==> src/rtl/prefetch_buffer_if.sv <==
// Instruction memory port between the prefetcher (master) and memory (slave):
// request/grant for addresses, then an in-order response strobe with the word.
interface prefetch_buffer_if #(
   parameter int unsigned WORD_WIDTH = 32
);
   logic                  instr_req_o;
   logic [WORD_WIDTH-1:0] instr_addr_o;
   logic                  instr_gnt_i;
   logic                  instr_rvalid_i;
   logic [WORD_WIDTH-1:0] instr_rdata_i;

   modport master (
      output instr_req_o,
      output instr_addr_o,
      input  instr_gnt_i,
      input  instr_rvalid_i,
      input  instr_rdata_i
   );

   modport slave (
      input  instr_req_o,
      input  instr_addr_o,
      output instr_gnt_i,
      output instr_rvalid_i,
      output instr_rdata_i
   );
endinterface

==> src/rtl/prefetch_buffer.sv <==
// Instruction prefetcher: keeps several fetches in flight, queues returned words
// in a small FIFO for decode, and squashes stale responses on a branch redirect.
module prefetch_buffer #(
   parameter int unsigned WORD_WIDTH      = 32,
   parameter int unsigned DEPTH           = 4,
   parameter int unsigned MAX_OUTSTANDING = 2
) (
   input  logic                  clk,
   input  logic                  rst,
   input  logic                  fetch_en_i,
   input  logic [WORD_WIDTH-1:0] pc_start_addr_i,
   input  logic                  branch_i,
   input  logic [WORD_WIDTH-1:0] branch_addr_i,
   prefetch_buffer_if.master     imem,
   output logic                  valid_o,
   output logic [WORD_WIDTH-1:0] instr_o,
   output logic [WORD_WIDTH-1:0] addr_o,
   input  logic                  ready_i,
   output logic                  busy_o
);

   localparam int unsigned PTR_W = $clog2(DEPTH);
   localparam int unsigned CNT_W = $clog2(DEPTH + 1);
   localparam int unsigned OUT_W = $clog2(MAX_OUTSTANDING + 1);
   localparam int unsigned SUM_W = CNT_W + OUT_W;

   typedef enum logic {
      IDLE,
      RUN
   } state_t;

   state_t                state_q;
   logic                  started_q;
   logic [WORD_WIDTH-1:0] fetch_addr_q;
   logic [WORD_WIDTH-1:0] rsp_addr_q;
   logic [OUT_W-1:0]      outstanding_q;
   logic [OUT_W-1:0]      discard_q;
   logic                  held_q;
   logic                  pend_q;
   logic [WORD_WIDTH-1:0] pend_addr_q;

   logic [WORD_WIDTH-1:0] instr_mem [DEPTH];
   logic [WORD_WIDTH-1:0] addr_mem  [DEPTH];
   logic [PTR_W-1:0]      wr_ptr_q;
   logic [PTR_W-1:0]      rd_ptr_q;
   logic [CNT_W-1:0]      cnt_q;

   logic [WORD_WIDTH-1:0] target_c;
   logic                  credit_ok_c;
   logic                  issue_c;
   logic                  req_c;
   logic                  fire_c;
   logic                  stall_c;
   logic                  push_c;
   logic                  pop_c;
   logic [OUT_W-1:0]      out_next_c;
   logic                  unused_addr_lsbs;

   assign target_c         = {branch_addr_i[WORD_WIDTH-1:2], 2'b00};
   assign unused_addr_lsbs = &{1'b0, branch_addr_i[1:0]};

   // Credit counts words already queued plus live (non-discarded) fetches
   assign credit_ok_c = (SUM_W'(cnt_q) + SUM_W'(outstanding_q) - SUM_W'(discard_q))
                        < SUM_W'(DEPTH);
   assign issue_c     = (state_q == RUN) && fetch_en_i
                        && (outstanding_q < OUT_W'(MAX_OUTSTANDING)) && credit_ok_c;
   // A request once raised is held until granted, regardless of enable or branch
   assign req_c       = held_q || issue_c;
   assign fire_c      = req_c && imem.instr_gnt_i;
   assign stall_c     = req_c && !imem.instr_gnt_i;
   assign out_next_c  = outstanding_q + OUT_W'(fire_c) - OUT_W'(imem.instr_rvalid_i);
   assign push_c      = imem.instr_rvalid_i && !branch_i && (discard_q == '0);
   assign pop_c       = (cnt_q != '0) && ready_i;

   assign imem.instr_req_o  = req_c;
   assign imem.instr_addr_o = fetch_addr_q;

   assign valid_o = (cnt_q != '0);
   assign instr_o = instr_mem[rd_ptr_q];
   assign addr_o  = addr_mem[rd_ptr_q];
   assign busy_o  = (outstanding_q != '0) || req_c;

   // Fetch control: state, addresses, in-flight and discard accounting
   always_ff @(posedge clk) begin
      if (rst) begin
         state_q       <= IDLE;
         started_q     <= 1'b0;
         fetch_addr_q  <= '0;
         rsp_addr_q    <= '0;
         outstanding_q <= '0;
         discard_q     <= '0;
         held_q        <= 1'b0;
         pend_q        <= 1'b0;
         pend_addr_q   <= '0;
      end else begin
         held_q        <= stall_c;
         outstanding_q <= out_next_c;

         case (state_q)
            IDLE: begin
               if (fetch_en_i) begin
                  state_q <= RUN;
                  if (!started_q) begin
                     started_q    <= 1'b1;
                     fetch_addr_q <= pc_start_addr_i;
                     rsp_addr_q   <= pc_start_addr_i;
                  end
               end
            end
            RUN: begin
               if (!fetch_en_i && !req_c && (outstanding_q == '0)) begin
                  state_q <= IDLE;
               end
            end
            default: state_q <= IDLE;
         endcase

         if (push_c) begin
            rsp_addr_q <= rsp_addr_q + WORD_WIDTH'(4);
         end

         // A request granted after a redirect jumps to the saved target
         if (fire_c) begin
            fetch_addr_q <= pend_q ? pend_addr_q : fetch_addr_q + WORD_WIDTH'(4);
            pend_q       <= 1'b0;
         end

         if (branch_i) begin
            discard_q  <= out_next_c;
            rsp_addr_q <= target_c;
            if (stall_c) begin
               pend_q      <= 1'b1;
               pend_addr_q <= target_c;
            end else begin
               pend_q       <= 1'b0;
               fetch_addr_q <= target_c;
            end
         end else begin
            discard_q <= discard_q
                         - OUT_W'(imem.instr_rvalid_i && (discard_q != '0))
                         + OUT_W'(fire_c && pend_q);
         end
      end
   end

   // Word FIFO; a redirect empties it in one cycle
   always_ff @(posedge clk) begin
      if (rst) begin
         wr_ptr_q <= '0;
         rd_ptr_q <= '0;
         cnt_q    <= '0;
         for (int unsigned i = 0; i < DEPTH; i++) begin
            instr_mem[i] <= '0;
            addr_mem[i]  <= '0;
         end
      end else if (branch_i) begin
         wr_ptr_q <= '0;
         rd_ptr_q <= '0;
         cnt_q    <= '0;
      end else begin
         if (push_c) begin
            instr_mem[wr_ptr_q] <= imem.instr_rdata_i;
            addr_mem[wr_ptr_q]  <= rsp_addr_q;
            wr_ptr_q            <= wr_ptr_q + PTR_W'(1);
         end
         if (pop_c) begin
            rd_ptr_q <= rd_ptr_q + PTR_W'(1);
         end
         cnt_q <= cnt_q + CNT_W'(push_c) - CNT_W'(pop_c);
      end
   end

   overflow_chk : assert property (@(posedge clk) disable iff (rst)
      !(push_c && !pop_c && (cnt_q == CNT_W'(DEPTH))));

endmodule

==> src/flat_wrapper.sv <==
// flat-port wrapper written by rule: the top's interface ports become plain ports
module prefetch_buffer_flat 
#(
   parameter int unsigned WORD_WIDTH      = 32,
   parameter int unsigned DEPTH           = 4,
   parameter int unsigned MAX_OUTSTANDING = 2
)
  (clk, rst, fetch_en_i, pc_start_addr_i, branch_i, branch_addr_i, valid_o, instr_o, addr_o, ready_i, busy_o, imem_instr_req_o, imem_instr_addr_o, imem_instr_gnt_i, imem_instr_rvalid_i, imem_instr_rdata_i);
  prefetch_buffer_if #(.WORD_WIDTH(WORD_WIDTH)) imem_i ();
  input  logic clk;
  input  logic rst;
  input  logic fetch_en_i;
  input  logic [WORD_WIDTH-1:0] pc_start_addr_i;
  input  logic branch_i;
  input  logic [WORD_WIDTH-1:0] branch_addr_i;
  output logic valid_o;
  output logic [WORD_WIDTH-1:0] instr_o;
  output logic [WORD_WIDTH-1:0] addr_o;
  input  logic ready_i;
  output logic busy_o;
  output wire logic [$bits(imem_i.instr_req_o)-1:0] imem_instr_req_o;
  output wire logic [$bits(imem_i.instr_addr_o)-1:0] imem_instr_addr_o;
  input wire logic [$bits(imem_i.instr_gnt_i)-1:0] imem_instr_gnt_i;
  input wire logic [$bits(imem_i.instr_rvalid_i)-1:0] imem_instr_rvalid_i;
  input wire logic [$bits(imem_i.instr_rdata_i)-1:0] imem_instr_rdata_i;
  assign imem_instr_req_o = imem_i.instr_req_o;
  assign imem_instr_addr_o = imem_i.instr_addr_o;
  assign imem_i.instr_gnt_i = imem_instr_gnt_i;
  assign imem_i.instr_rvalid_i = imem_instr_rvalid_i;
  assign imem_i.instr_rdata_i = imem_instr_rdata_i;
  prefetch_buffer #(.WORD_WIDTH(WORD_WIDTH), .DEPTH(DEPTH), .MAX_OUTSTANDING(MAX_OUTSTANDING)) u_core (.clk(clk), .rst(rst), .fetch_en_i(fetch_en_i), .pc_start_addr_i(pc_start_addr_i), .branch_i(branch_i), .branch_addr_i(branch_addr_i), .imem(imem_i), .valid_o(valid_o), .instr_o(instr_o), .addr_o(addr_o), .ready_i(ready_i), .busy_o(busy_o));
endmodule
==> config.mk <==
export PLATFORM = sky130hd
export DESIGN_NAME = prefetch_buffer_flat
export DESIGN_NICKNAME = d
export VERILOG_FILES = /design/src/rtl/prefetch_buffer_if.sv /design/src/rtl/prefetch_buffer.sv /design/src/flat_wrapper.sv
export SDC_FILE = /design/constraint.sdc
export NUM_CORES = 1
export LEC_CHECK = 0
export ABC_AREA = 1
export ABC_CLOCK_PERIOD_IN_PS = 5900
export BUFFER_PORTS_ARGS = -buffer_cell sky130_fd_sc_hd__buf_2
export CAP_MARGIN = 20
export CELL_PAD_IN_SITES_DETAIL_PLACEMENT = 0
export CELL_PAD_IN_SITES_GLOBAL_PLACEMENT = 2
export CORE_MARGIN = 3
export CORE_UTILIZATION = 33
export CTS_BUF_LIST = sky130_fd_sc_hd__clkbuf_4 sky130_fd_sc_hd__clkbuf_8
export CTS_CLUSTER_SIZE = 28
export DETAILED_ROUTE_END_ITERATION = 16
export PLACE_DENSITY = 0.8
export SYNTH_ARGS = -nofsm -noshare
export SYNTH_HDL_FRONTEND = slang
export SYNTH_SLANG_ARGS = --single-unit
==> constraint.sdc <==
create_clock -name clk -period 5.9 [get_ports clk]
set_clock_uncertainty 0.2 [all_clocks]
set_input_delay 0.295 -clock clk [delete_from_list [all_inputs] [get_ports clk]]
set_output_delay 0.295 -clock clk [all_outputs]
set_load 0.005 [all_outputs]
## After elaboration in Yosys (flattened, before gate mapping)

Memory sizes are Yosys's and may differ from the RTL's. A register that Yosys moved wholly into a read port is not among the register bits.
Cells that the tools add are included.

| operators by class | value |
|---|---|
| equal/unequal tests | 4 |
| bitwise gates (word level) | 1 |
| muxes and demuxes | 35 |
| $lt $le $gt $ge | 2 |
| reductions and logical operators | 33 |
| add/subtract/negate cells | 12 |

Operators with widths:

| operator | number |
|---|---|
| 32-bit 2-to-1 mux | 14 |
| 32-bit by 3-bit adder with 32-bit output, second input constant | 2 |
| 32-bit OR reduction | 2 |
| 2-bit 2-to-1 mux | 7 |
| 1-bit 2-to-1 mux | 13 |
| 1-bit logical AND | 12 |
| 2-bit nonzero test | 4 |
| 3-bit != test, second input constant | 2 |
| 3-bit AND reduction | 2 |
| 3-bit nonzero test | 2 |
| 5-bit by 3-bit < comparator with 1-bit output, second input constant | 1 |
| 5-bit by 2-bit subtractor with 5-bit output | 1 |
| 2-bit by 1-bit adder with 2-bit output | 2 |
| 2-bit by 1-bit adder with 2-bit output, second input constant | 2 |
| 3-bit by 2-bit adder with 4-bit output | 1 |
| 1-bit zero test | 4 |
| 2-bit zero test | 2 |
| 2-bit != test, second input constant | 2 |
| 2-bit AND reduction | 2 |
| 2-bit by 1-bit subtractor with 2-bit output | 2 |
| 3-bit by 1-bit adder with 3-bit output | 1 |
| 3-bit by 1-bit subtractor with 3-bit output | 1 |
| 1-bit logical OR | 2 |
| 2-bit < comparator, second input constant | 1 |
| 3 further kinds | 3 |

| word-level totals | value |
|---|---|
| logic and storage cells | 102 |
| bits in writable memories | 256 |
| output and inout port bits | 99 |
| memories | 2 |
| bits in registers | 109 |

Memories:

| name | words | bits a word | read ports | clocked after memory_dff | write ports | RTL line | RTL |
|---|---|---|---|---|---|---|---|
| u_core.addr_mem | 4 | 32 | 1 | 1 | 4 | prefetch_buffer.sv:43 | `logic [WORD_WIDTH-1:0] addr_mem [DEPTH];` |
| u_core.instr_mem | 4 | 32 | 1 | 1 | 4 | prefetch_buffer.sv:42 | `logic [WORD_WIDTH-1:0] instr_mem [DEPTH];` |

## Logic depth before layout (Yosys ltp)

Gate-level depths: netlist of run 1.

| logic depth | value |
|---|---|
| depth in word-level cells | 10 |
| mapped depth | 19 |
| mapped depth without buffers | 17 |

## Worst setup path after synthesis of run 1

No wires, ideal clock.

| timing path | value |
|---|---|
| kind | flip-flop to flip-flop |
| start | register u_core.discard_q[1] |
| end | memory u_core.addr_mem[1][0] (enable) |
| period minus slack after synthesis | 6.268 ns |
| data required time | 5.126 ns |
| buffers on the path | 1 |
| stages on the path, launching flop included | 7 |
| data arrival time | 5.493 ns |
| setup slack | -0.368 ns |
| cells stage by stage | dfxtp_1 nor2_1 nand2_2 nor2_1 buf_2 nand2_1 o21ai_0 |

RTL lines:

| element | RTL line | RTL |
|---|---|---|
| start, declared | prefetch_buffer.sv:37 | `logic [OUT_W-1:0] discard_q;` |
| start signal, assigned | prefetch_buffer.sv:129 | `discard_q <= out_next_c;` |
| start signal, assigned | prefetch_buffer.sv:139 | `discard_q <= discard_q` |
| end, declared | prefetch_buffer.sv:43 |  |

## Worst setup path in the final report of run 1

| timing path | value |
|---|---|
| start | register u_core.cnt_q[0] |
| end | register u_core.fetch_addr_q[3], in the netlist u_core.imem.instr_addr_o[3] |

| between the ends | value |
|---|---|
| cells in the longest elaborated chain, start to end | 9 |
| elaborated cells between the ends (all ways) | 10 |

RTL lines:

| element | RTL line | RTL |
|---|---|---|
| start, declared | prefetch_buffer.sv:46 | `logic [CNT_W-1:0] cnt_q;` |
| start signal, assigned | prefetch_buffer.sv:169 | `cnt_q <= cnt_q + CNT_W'(push_c) - CNT_W'(pop_c);` |
| 3-bit by 2-bit adder with 4-bit output (*) | prefetch_buffer.sv:63 | `assign credit_ok_c = (SUM_W'(cnt_q) + SUM_W'(outstanding_q) - SUM_W'(discard_q))` |
| 5-bit by 2-bit subtractor with 5-bit output (*) | prefetch_buffer.sv:63 |  |
| 5-bit by 3-bit < comparator with 1-bit output (*) | prefetch_buffer.sv:64 | `< SUM_W'(DEPTH);` |
| 1-bit logical AND (*) | prefetch_buffer.sv:66 | `&& (outstanding_q < OUT_W'(MAX_OUTSTANDING)) && credit_ok_c;` |
| 1-bit logical OR (*) | prefetch_buffer.sv:68 | `assign req_c = held_q \|\| issue_c;` |
| 1-bit logical AND | prefetch_buffer.sv:69 | `assign fire_c = req_c && imem.instr_gnt_i;` |
| 32-bit 2-to-1 mux | prefetch_buffer.sv:123 | `if (fire_c) begin` |
| 32-bit 2-to-1 mux | prefetch_buffer.sv:131 | `if (stall_c) begin` |
| 32-bit 2-to-1 mux (*) | prefetch_buffer.sv:128 | `if (branch_i) begin` |
| end signal, assigned | prefetch_buffer.sv:105 | `fetch_addr_q <= pc_start_addr_i;` |
| end signal, assigned | prefetch_buffer.sv:124 | `fetch_addr_q <= pend_q ? pend_addr_q : fetch_addr_q + WORD_WIDTH'(4);` |
| end signal, assigned | prefetch_buffer.sv:136 | `fetch_addr_q <= target_c;` |
| end, declared | prefetch_buffer.sv:34 | `logic [WORD_WIDTH-1:0] fetch_addr_q;` |

Every way passes the cells marked *; elsewhere a longest branch is shown, timed or not.
A chain may end at the register's enable or synchronous reset.

==> results of run 1 <==
[flip-flops by register name, indices dropped and copies added (netlist names), named ones only]
| register | flops |
|---|---|
| u_core.started_q | 1 |
| u_core.discard_q | 2 |
| u_core.addr_mem | 128 |
| u_core.held_q | 1 |
| u_core.rsp_addr_q | 30 |
| u_core.outstanding_q | 2 |
| u_core.imem.instr_addr_o | 32 |
| u_core.state_q | 1 |
| u_core.pend_addr_q | 30 |
| u_core.wr_ptr_q | 2 |
| u_core.instr_mem | 128 |
| u_core.pend_q | 1 |
| u_core.rd_ptr_q | 2 |
| u_core.cnt_q | 3 |
[through the flow]
step / hold WS, ns / utilization / total power (W)
floorplan: 0.1775 / - / 0.003507
global placement: 0.2477 / 0.3634 / 0.003827
detailed placement: 0.2508 / 0.3639 / 0.003838
CTS: 0.05424 / 0.4074 / 0.006302
global route: 0.05879 / 0.4081 / 0.006534
finish: 0.1016 / 0.4081 / 0.006224
[cell families after synthesis]
family                     share of synthesized area
and+or+nand+nor                               0.2263
adders and majority gates                   0.009810
muxes                                       0.001105
AOI/OAI and AO/OA                             0.1268
xor gates and xnor gates                     0.01596
buffers and inverters                        0.07282
DFF                                           0.5472
[power by group through the flow]
stage	clock network (W)	logic [W]	registers, W
floorplan	0	0.000480	0.00303
global placement	0	0.000776	0.00305
detailed placement	0	0.000784	0.00305
CTS	0.00245	0.000844	0.00300
global route	0.00258	0.000940	0.00302
finish	0.00239	0.000835	0.00300
[placed cells by master, fill, tap and decap left out, types with 3 or more instances in the layout]
cell type	count
a211oi_1	3
a21oi_1	103
a21oi_2	11
a221oi_1	3
a22oi_1	3
a31oi_1	9
buf_2	199
buf_4	21
clkbuf_4	21
clkbuf_8	73
clkinv_1	15
clkinv_2	5
dfxtp_1	108
dlygate4sd3_1	105
edfxtp_1	256
ha_1	11
inv_1	189
inv_2	7
nand2_1	351
nand2_2	18
nand2_4	3
nand3_1	52
nand4_1	11
nor2_1	513
nor2_4	7
nor3_1	41
o21a_1	3
o21ai_0	214
o21ai_1	6
o22ai_1	65
or2_2	7
xnor2_1	5
xor2_1	28
[tightest hold or removal path, cell delays in order]
cell and delay, ns:
buf_2 0.08, inv_1 0.05, nand2_1 0.13, a221oi_1 0.11, a211oi_1 0.19
[how the worst max path moves through the flow]
stage                                    from                                     end  slack, ns  cells past startpoint
4_1_cts            u_core.cnt_q[0]$_SDFF_PP0_  u_core.imem.instr_addr_o[2]$_SDFF_PP0_       1.89                     16
2_1_floorplan  u_core.discard_q[1]$_SDFF_PP0_     u_core.addr_mem[1][0]$_SDFFCE_PN0P_      -0.37                      6
6_report           u_core.cnt_q[0]$_SDFF_PP0_  u_core.imem.instr_addr_o[3]$_SDFF_PP0_       1.91                     16
3_5_place_dp                              rst   u_core.instr_mem[2][28]$_SDFFCE_PN0P_       2.40                      7
3_3_place_gp       u_core.cnt_q[0]$_SDFF_PP0_     u_core.pend_addr_q[28]$_SDFFE_PP0P_       2.40                     14
5_1_grt            u_core.cnt_q[0]$_SDFF_PP0_  u_core.imem.instr_addr_o[2]$_SDFF_PP0_       1.61                     16
[routing by layer]
layer / vias up / GRT usage / part of all wire
li1: 7741 / - / -
met1: 7491 / 0.2611 / 0.44
met2: 426 / 0.3495 / 0.48
met3: 95 / 0.03659 / 0.053
met4: 0 / 0.06648 / 0.028
met5: - / 0 / 0
[cell type report]
class	instances	area, sq um	area share
Multi-Input combinational cell	1485	6925	0.3141
Clock buffer	94	1162	0.05272
Sequential cell	367	9916	0.4498
Tap cell	696	870.8	0.03950
Timing Repair Buffer	329	2287	0.1037
Inverter	199	748.2	0.03394
Clock inverter	22	136.4	0.006186
[repair_timing]
| item | CTS | global route |
|---|---|---|
| setup endpoints to repair | 0 | 0 |
| hold endpoints to repair | 238 | 0 |
| hold buffers | 105 | 0 |
| gates resized for setup | 0 | 0 |
==> metrics.csv, run 1 <==
metric;value;unit
status;finished, final reports clean;
RSZ-0062 raised after global routing;no;
switching share of power;0.2757;
wire length per cell;18.50;um
most common cell in the netlist;nor2_1;
r2r startpoint;u_core.cnt_q[0]$_SDFF_PP0_;
share of post-route cells with drive strength above 1;0.1563;
Mean Syn Cell Area;8.331;sq um
Cell Count, Final, Fillers Out;3192;
Synth area leaders;edfxtp_1 42%, dfxtp_1 12%, nor2_1 11%;
EDFF count, synth;256;
Cells after DPL;2969;
CP endpoint kind;register;
Main synth FF type;edfxtp_1;
Leak;8.619;nW
Int Pwr;0.004508;W
mapped cell area;18110;sq um
DRC Markers;0;
hpwl dp;37010;um
final wirelength;59050;um
IO buf count;199;
worst path cell trace;ha_1 -> fa_1 -> ha_1 -> nand2_1 -> nand2_1 -> nand2_1 -> nand2_1 -> nand2_1 -> nand3_2 -> nand2_4 -> nand2_4 -> nand2_2 -> inv_2 -> nand2_1 -> a21oi_1 -> dlygate4sd3_1;
Final ANT Viol Nets;0;
cell taking the most area after synthesis;edfxtp_1;
VDD IR max;0.1186;mV
Die Height;240.3;um
Worst-path clk slew;0.06;ns
crit path time final;3.993;ns
WHS Path Cells;5;
num ports;202;
pre-CTS WS;2.402;ns
largest net degree at the start of global routing;89;
final hold violations;0;
Clock power frac;0.383;
placed cell area;19660;sq um
post-synth top area share;0.4245;
Core Area;54030;sq um
Area Growth Syn to Fin;21.73;%
slew of the pin with the lowest slew margin;1.075;ns
Rel. slew slack;0.2832;
Crit-path slowest cell;nand2_2;
clock latency at the later pin of the worst-skew pair;0.62;ns
setup bufs post-CTS;0;
final instance area;22050;sq um
critical path's largest stage delay;0.70;ns
vias in the first global route;15698;
CTS Sinks;367;
setup tns final;0;ns
Std-Cell Rows;85;
WS Path Type;reg2reg;
net count after synthesis;2290;
Nets;2565;
WHS Endpoint;u_core.rsp_addr_q[6]$_SDFFE_PP0P_;
Critical Path Fanout Max;48;
hold_sp;pc_start_addr_i[6];
register share of total power;0.483;
routability cong.;0.8360;
Tightest Hold Check Type;in2reg;
drt pass-1 iters;5;
Initial Util;0.3352;
switching power;0.001716;W
Yosys cell types;42;
clock buffer depth;3;
flops & latches, synth;367;
Overflow after GRT;0;
Logic pwr share;0.134;
top cells by count, synth;514 x nor2_1, 354 x nand2_1, 256 x edfxtp_1, 216 x o21ai_0, 190 x inv_1;
Total GRT Usage;0.2039;
Buf+Inv Stages, Crit Path;2;
max-slew violation count;0;
die width;240.3;um
detailed router's first-iteration violation count;943;
Synth Warn #;0;
Cell Pwr Density;282.3;nW/um^2
H-Tree Depth;3;
async set-or-reset flop fraction in the synthesized netlist;0;
Worst Path Required;6.19;ns
first-pass GRT wire length;90200;um
reg2reg setup slack;1.91;ns
vias per cell;4.935;
TritonCTS clock tree;done;
sequential share of the synthesized area;0.5472;
Final setup violation count;0;
R2R cell count;16;
initial antenna violation count;0;
CTS Buf Count;67;
Root Buffer;clkbuf_8;
R2R Path End;u_core.imem.instr_addr_o[3]$_SDFF_PP0_;
Worst setup SP type;register;
Final WS setup;1.907;ns
Crit path top cell by count;nand2_1;
fin crit share;0.6768;
Mapped Cells;2174;
CP top delay family;simple AND/OR/NAND/NOR gates;
Worst EP arrival;4.29;ns
Max Clk Rate;250.4;MHz
die area;57730;sq um
Max Cap Violations;0;
number of filler instances in the final layout;5575;
routed via count;15753;
final antenna diode count;0;
Power figures use the tool's default switching activity.
==> run 2, diff against run 1 <==
--- a/config.mk
+++ b/config.mk
@@ -5,18 +5,18 @@
 export SDC_FILE = /design/constraint.sdc
 export NUM_CORES = 1
 export LEC_CHECK = 0
-export ABC_AREA = 1
-export ABC_CLOCK_PERIOD_IN_PS = 5900
+export ABC_AREA = 0
+export ABC_CLOCK_PERIOD_IN_PS = 3700
 export BUFFER_PORTS_ARGS = -buffer_cell sky130_fd_sc_hd__buf_2
 export CAP_MARGIN = 20
 export CELL_PAD_IN_SITES_DETAIL_PLACEMENT = 0
 export CELL_PAD_IN_SITES_GLOBAL_PLACEMENT = 2
 export CORE_MARGIN = 3
-export CORE_UTILIZATION = 33
+export CORE_UTILIZATION = 40
 export CTS_BUF_LIST = sky130_fd_sc_hd__clkbuf_4 sky130_fd_sc_hd__clkbuf_8
 export CTS_CLUSTER_SIZE = 28
 export DETAILED_ROUTE_END_ITERATION = 16
-export PLACE_DENSITY = 0.8
+export PLACE_DENSITY = 0.84
 export SYNTH_ARGS = -nofsm -noshare
 export SYNTH_HDL_FRONTEND = slang
 export SYNTH_SLANG_ARGS = --single-unit
==> constraint.sdc (replaced) <==
create_clock -name clk -period 3.7 [get_ports clk]
set_clock_uncertainty 0.2 [all_clocks]
set_input_delay 0.185 -clock clk [delete_from_list [all_inputs] [get_ports clk]]
set_output_delay 0.185 -clock clk [all_outputs]
set_load 0.005 [all_outputs]
==> metrics.csv, run 2 <==
metric;value;unit
status;finished, final reports clean;
RSZ-0062 raised after global routing;no;
WS Path Type;reg2out;
final total power;0.009988;W
die width;216.3;um
Yosys cell types;76;
Synth area leaders;edfxtp_1 43%, dfxtp_1 13%, mux4_2 8.2%;
Final ANT Viol Nets;0;
hold_sp;branch_addr_i[27];
setup tns final;0;ns
R2R Path End;u_core.imem.instr_addr_o[11]$_SDFF_PP0_;
r2r startpoint;u_core.cnt_q[0]$_SDFF_PP0_;
Initial Util;0.4078;
Worst-path clk slew;0.05;ns
most common cell after layout, fill and taps aside;edfxtp_1;
hpwl dp;31750;um
Leak;8.880;nW
WHS Endpoint;u_core.pend_addr_q[27]$_SDFFE_PP0P_;
share of post-route cells with drive strength above 1;0.2277;
final hold violations;0;
Tightest Hold Check Type;in2reg;
detailed router's first-iteration violation count;1007;
Crit-path slowest cell;fa_1;
most common cell in the netlist;edfxtp_1;
Cell Pwr Density;460.2;nW/um^2
net count after synthesis;1706;
first-pass GRT wire length;79010;um
most frequent cells in the layout;256 x edfxtp_1, 222 x nor2_1, 199 x buf_2, 164 x nand2_1, 109 x dfxtp_1;
Mapped Cells;1590;
Worst EP arrival;3.06;ns
TritonCTS clock tree;done;
top cells by count, synth;256 x edfxtp_1, 223 x nor2_1, 164 x nand2_1, 111 x dfxtp_1, 86 x inv_1;
max-slew violation count;0;
reg2reg setup slack;0.36;ns
Critical Path Fanout Max;8;
Min Hold Slack;0.1798;ns
flops & latches, synth;367;
final wirelength;50740;um
crit path time final;3.442;ns
CTS Buf Count;66;
worst path cell trace;ha_1 -> fa_1 -> ha_1 -> a211o_1 -> and3_1 -> nor3_4 -> inv_1 -> buf_2;
vias in the first global route;13582;
initial antenna violation count;0;
Die Height;216.3;um
IO buf count;199;
Worst Path Required;3.31;ns
vias per cell;5.351;
Final setup violation count;0;
routed via count;13474;
VDD IR max;0.2108;mV
CTS Sinks;367;
Crit path top cell by count;ha_1;
Overflow after GRT;0;
Core Util, Final;0.5005;
Std-Cell Rows;76;
Mean Syn Cell Area;11.12;sq um
slew of the pin with the lowest slew margin;0.9059;ns
clock buffer depth;3;
Worst setup SP type;register;
Nets;2001;
Main synth FF type;edfxtp_1;
Max Cap Violations;0;
largest net degree at the start of global routing;65;
num ports;202;
critical path's largest stage delay;0.45;ns
fin crit share;0.9304;
EDFF count, synth;256;
routability cong.;0.7973;
Total GRT Usage;0.2172;
Synth Warn #;0;
H-Tree Depth;3;
DRC Markers;0;
Area Growth Syn to Fin;22.74;%
WHS Path Cells;4;
Rel. slew slack;0.3938;
wire length per cell;20.15;um
die area;46760;sq um
mapped cell area;17680;sq um
clock latency at the later pin of the worst-skew pair;0.62;ns
Max Clk Rate;290.5;MHz
Root Buffer;clkbuf_8;
sequential share of the synthesized area;0.5604;
Core Area;43360;sq um
async set-or-reset flop fraction in the synthesized netlist;0;
CP endpoint kind;output port;
post-synth top area share;0.4348;
R2R cell count;11;
drt pass-1 iters;5;
cell taking the most area after synthesis;edfxtp_1;
==> run 2: cell types whose count changed after synthesis, sizes merged, moves of 18 or more <==
cell	change
a21oi	-67
and2	+69
and3	+32
inv	-110
mux2i	+43
mux4	+64
nand2	-208
nand2b	+18
nor2	-299
o21ai	-159
o22ai	-62
==> run 2: layer usage <==
layer | wire, um | vias up | share of wire | global-route usage
li1 | - | 6362 | - | -
met1 | 22330 | 6576 | 0.44 | 0.2926
met2 | 24300 | 465 | 0.48 | 0.3610
met3 | 3052 | 71 | 0.060 | 0.04248
met4 | 1060 | 0 | 0.021 | 0.05931
met5 | 0 | - | 0 | 0
==> run 2: timing repair <==
action,in CTS,in global routing
hold buffers,102,0
hold endpoints to repair,231,0
pin swaps,1,1
cloned,0,0
setup buffers,0,1
gates resized for setup,2,2
endpoints found under the setup margin,3,10
==> run 2: cell type report <==
type	instances	area (sq um)
diodes	1	2.502
flip-flops and latches	367	9915
clock inverters	22	113.9
inverters	88	331.6
fillers	3978	21660
repair buffers	336	2405
well taps	585	732.0
multi-input cells	1026	7067
clock buffers	93	1136
==> run 2: power by group <==
part / leakage [nW] / internal, W / switching (W) / total, W
Sequential: 3.56 / 0.00464 / 0.000218 / 0.00486
Combinational: 4.65 / 0.000627 / 0.000827 / 0.00145
Clock: 0.668 / 0.00199 / 0.00169 / 0.00368
Total: 8.88 / 0.00725 / 0.00274 / 0.00999
==> run 2: kinds of logic after synthesis <==
family	count (synthesis)	synth area share
DFF	367	0.5604
and+or+nand+nor	631	0.1688
AOI/OAI and AO/OA	235	0.08944
adders and majority gates	13	0.01005
muxes	113	0.1095
xor gates and xnor gates	34	0.01684
buffers and inverters	197	0.04486
==> run 2: per-stage QoR <==
stage | setup slack, ns | cells | instance area (sq um)
floorplan | 0.04529 | 1590 | 17680
global placement | 0.07805 | 2298 | 19390
detailed placement | 0.005319 | 2298 | 19390
CTS | 0.009148 | 2515 | 21670
global route | 0.05629 | 2517 | 21700
finish | 0.2576 | 2518 | 21700
==> run 2: worst max path at each step <==
stage / startpoint / endpoint / slack, ns / cells after the start
detailed placement: u_core.cnt_q[0]$_SDFF_PP0_ / u_core.imem.instr_addr_o[4]$_SDFF_PP0_ / 0.005 / 9
global placement: u_core.cnt_q[0]$_SDFF_PP0_ / u_core.imem.instr_addr_o[4]$_SDFF_PP0_ / 0.08 / 9
floorplan: u_core.discard_q[1]$_SDFF_PP0_ / u_core.addr_mem[2][0]$_SDFFCE_PN0P_ / 0.05 / 6
CTS: u_core.cnt_q[0]$_SDFF_PP0_ / imem_instr_req_o / 0.009 / 8
global route: u_core.cnt_q[0]$_SDFF_PP0_ / imem_instr_req_o / 0.06 / 8
finish: u_core.cnt_q[0]$_SDFF_PP0_ / imem_instr_req_o / 0.26 / 8
==> run 2: worst max-delay path: cells and delay by family (launching register included) <==
family                   cells  cell delay (ns)
AO/OA/AOI/OAI                1             0.37
adder cells (fa/ha/maj)      3             0.99
buffers and inverters        2             0.27
flip-flops                   1             0.33
AND/OR/NAND/NOR              2             0.50
==> run 3, diff against run 2 <==
--- a/config.mk
+++ b/config.mk
@@ -17,6 +17,7 @@
 export CTS_CLUSTER_SIZE = 28
 export DETAILED_ROUTE_END_ITERATION = 16
 export PLACE_DENSITY = 0.84
+export RECOVER_POWER = 50
 export SYNTH_ARGS = -nofsm -noshare
 export SYNTH_HDL_FRONTEND = slang
 export SYNTH_SLANG_ARGS = --single-unit
==> metrics.csv, run 3 (synthesized netlist as in run 2, its figures left out) <==
metric;value;unit
Die Height;216.3;um
Max Cap Violations;1;
initial antenna violation count;0;
final antenna diode count;0;
CP endpoint kind;output port;
Critical Path Fanout Max;8;
hold_sp;branch_addr_i[27];
Area Growth Syn to Fin;22.18;%
Rel. slew slack;-0.003343;
routed via count;13407;
max-slew violation count;63;
CTS Sinks;367;
wire length per cell;20.13;um
Final setup violation count;0;
r2r startpoint;u_core.cnt_q[0]$_SDFF_PP0_;
vias per cell;5.327;
die width;216.3;um
setup tns final;0;ns
Worst Path Required;3.31;ns
hpwl dp;31750;um
Cell Pwr Density;461.6;nW/um^2
WHS Endpoint;u_core.pend_addr_q[27]$_SDFFE_PP0P_;
Initial Util;0.4078;
fin crit share;0.9311;
clock latency at the later pin of the worst-skew pair;0.62;ns
R2R cell count;11;
pre-CTS WS;0.005319;ns
Worst EP arrival;3.06;ns
final hold violations;0;
Std-Cell Rows;76;
Worst-path clk slew;0.05;ns
vias in the first global route;13582;
WHS Path Cells;4;
final wirelength;50670;um
Worst setup SP type;register;
Leak;8.766;nW
clock buffer depth;3;
Tightest Hold Check Type;in2reg;
crit path time final;3.445;ns
routability cong.;0.7973;
CTS Buf Count;66;
WS Path Type;reg2out;
share of post-route cells with drive strength above 1;0.2127;
Total GRT Usage;0.2172;
Nets;2001;
most common cell after layout, fill and taps aside;edfxtp_1;
Final ANT Viol Nets;0;
num ports;202;
violated checks;capacitance limit, slew limit;
DRC Markers;0;
die area;46760;sq um
RSZ-0062 raised after global routing;no;
largest net degree at the start of global routing;65;
Final WS setup;0.2548;ns
TritonCTS clock tree;done;
IO buf count;199;
drt pass-1 iters;6;
status;complete, but fails checks;
detailed router's first-iteration violation count;1043;
VDD IR max;0.2122;mV
Core Area;43360;sq um
first-pass GRT wire length;79010;um
R2R Path End;u_core.imem.instr_addr_o[11]$_SDFF_PP0_;
Overflow after GRT;0;
Root Buffer;clkbuf_8;
reg2reg setup slack;0.35;ns
Max Clk Rate;290.3;MHz
slew of the pin with the lowest slew margin;1.505;ns
H-Tree Depth;3;
most frequent cells in the layout;256 x edfxtp_1, 222 x nor2_1, 176 x buf_2, 164 x nand2_1, 109 x dfxtp_1;
run 3: changes by cell type in the layout (fill, tap and decap cells not counted), moves of 2 or more:
cell / delta
clkbuf_1: +26
buf_2: -23
buf_4: -11
buf_12: -2
clkbuf_2: +8
clkbuf_4: +2
run 3: per-stage QoR:
step             util  area, sq um  hold WS (ns)  power, W  std cells
4_1_cts        0.4999        21670        0.1340   0.01009       2515
6_report       0.4982        21600        0.1819  0.009971       2517
3_3_place_gp   0.4473        19390        0.2522  0.006281       2298
2_1_floorplan       -        17680        0.1057  0.005711       1590
5_1_grt        0.4982        21600        0.1761   0.01044       2517
3_5_place_dp   0.4473        19390        0.2557  0.006302       2298
run 3: layout make-up:
class                      instances  area [sq um]
clock buffer                      93          1136
clock inverter                    22         113.9
fill                            3999         21760
inverter                          88         331.6
multi-input combinational       1026          7056
sequential                       367          9915
tap                              585         732.0
timing repair buffer             336          2320
run 3: report_power, final:
part / internal, W / switching, W / leakage [nW]
sequential: 0.00464 / 0.000217 / 3.56
combinational: 0.000611 / 0.000824 / 4.54
clock: 0.00199 / 0.00169 / 0.668
total: 0.00724 / 0.00273 / 8.77
run 3: worst max-delay path, stage by stage (launching register included):
cell and delay, ns:
dfxtp_1 0.33, ha_1 0.23, fa_1 0.45, ha_1 0.31, a211o_1 0.37, and3_1 0.31
nor3_4 0.20, inv_1 0.12, buf_2 0.15
run 3: layer usage:
layer | GRT usage | vias up | part of all wire
met3 | 0.04248 | 72 | 0.059
met2 | 0.3610 | 444 | 0.48
met4 | 0.05931 | 0 | 0.021
li1 | - | 6362 | -
met5 | 0 | - | 0
met1 | 0.2926 | 6529 | 0.44
run 3: worst max-delay path by stage:
| stage | from | endpoint | slack, ns | depth (start not counted) |
|---|---|---|---|---|
| final | u_core.cnt_q[0]$_SDFF_PP0_ | imem_instr_req_o | 0.25 | 8 |
| after global routing | u_core.cnt_q[0]$_SDFF_PP0_ | imem_instr_req_o | 0.06 | 8 |
| after CTS | u_core.cnt_q[0]$_SDFF_PP0_ | imem_instr_req_o | 0.009 | 8 |
| after detailed placement | u_core.cnt_q[0]$_SDFF_PP0_ | u_core.imem.instr_addr_o[4]$_SDFF_PP0_ | 0.005 | 9 |
| after global placement | u_core.cnt_q[0]$_SDFF_PP0_ | u_core.imem.instr_addr_o[4]$_SDFF_PP0_ | 0.08 | 9 |
| after floorplan | u_core.discard_q[1]$_SDFF_PP0_ | u_core.addr_mem[2][0]$_SDFFCE_PN0P_ | 0.05 | 6 |
run 3: timing repair:
action	CTS	global route
endpoints found under the setup margin	3	10
pin swaps	1	1
hold buffers	102	0
endpoints found under the hold margin	231	0
resized for setup	2	2
setup buffers	0	1
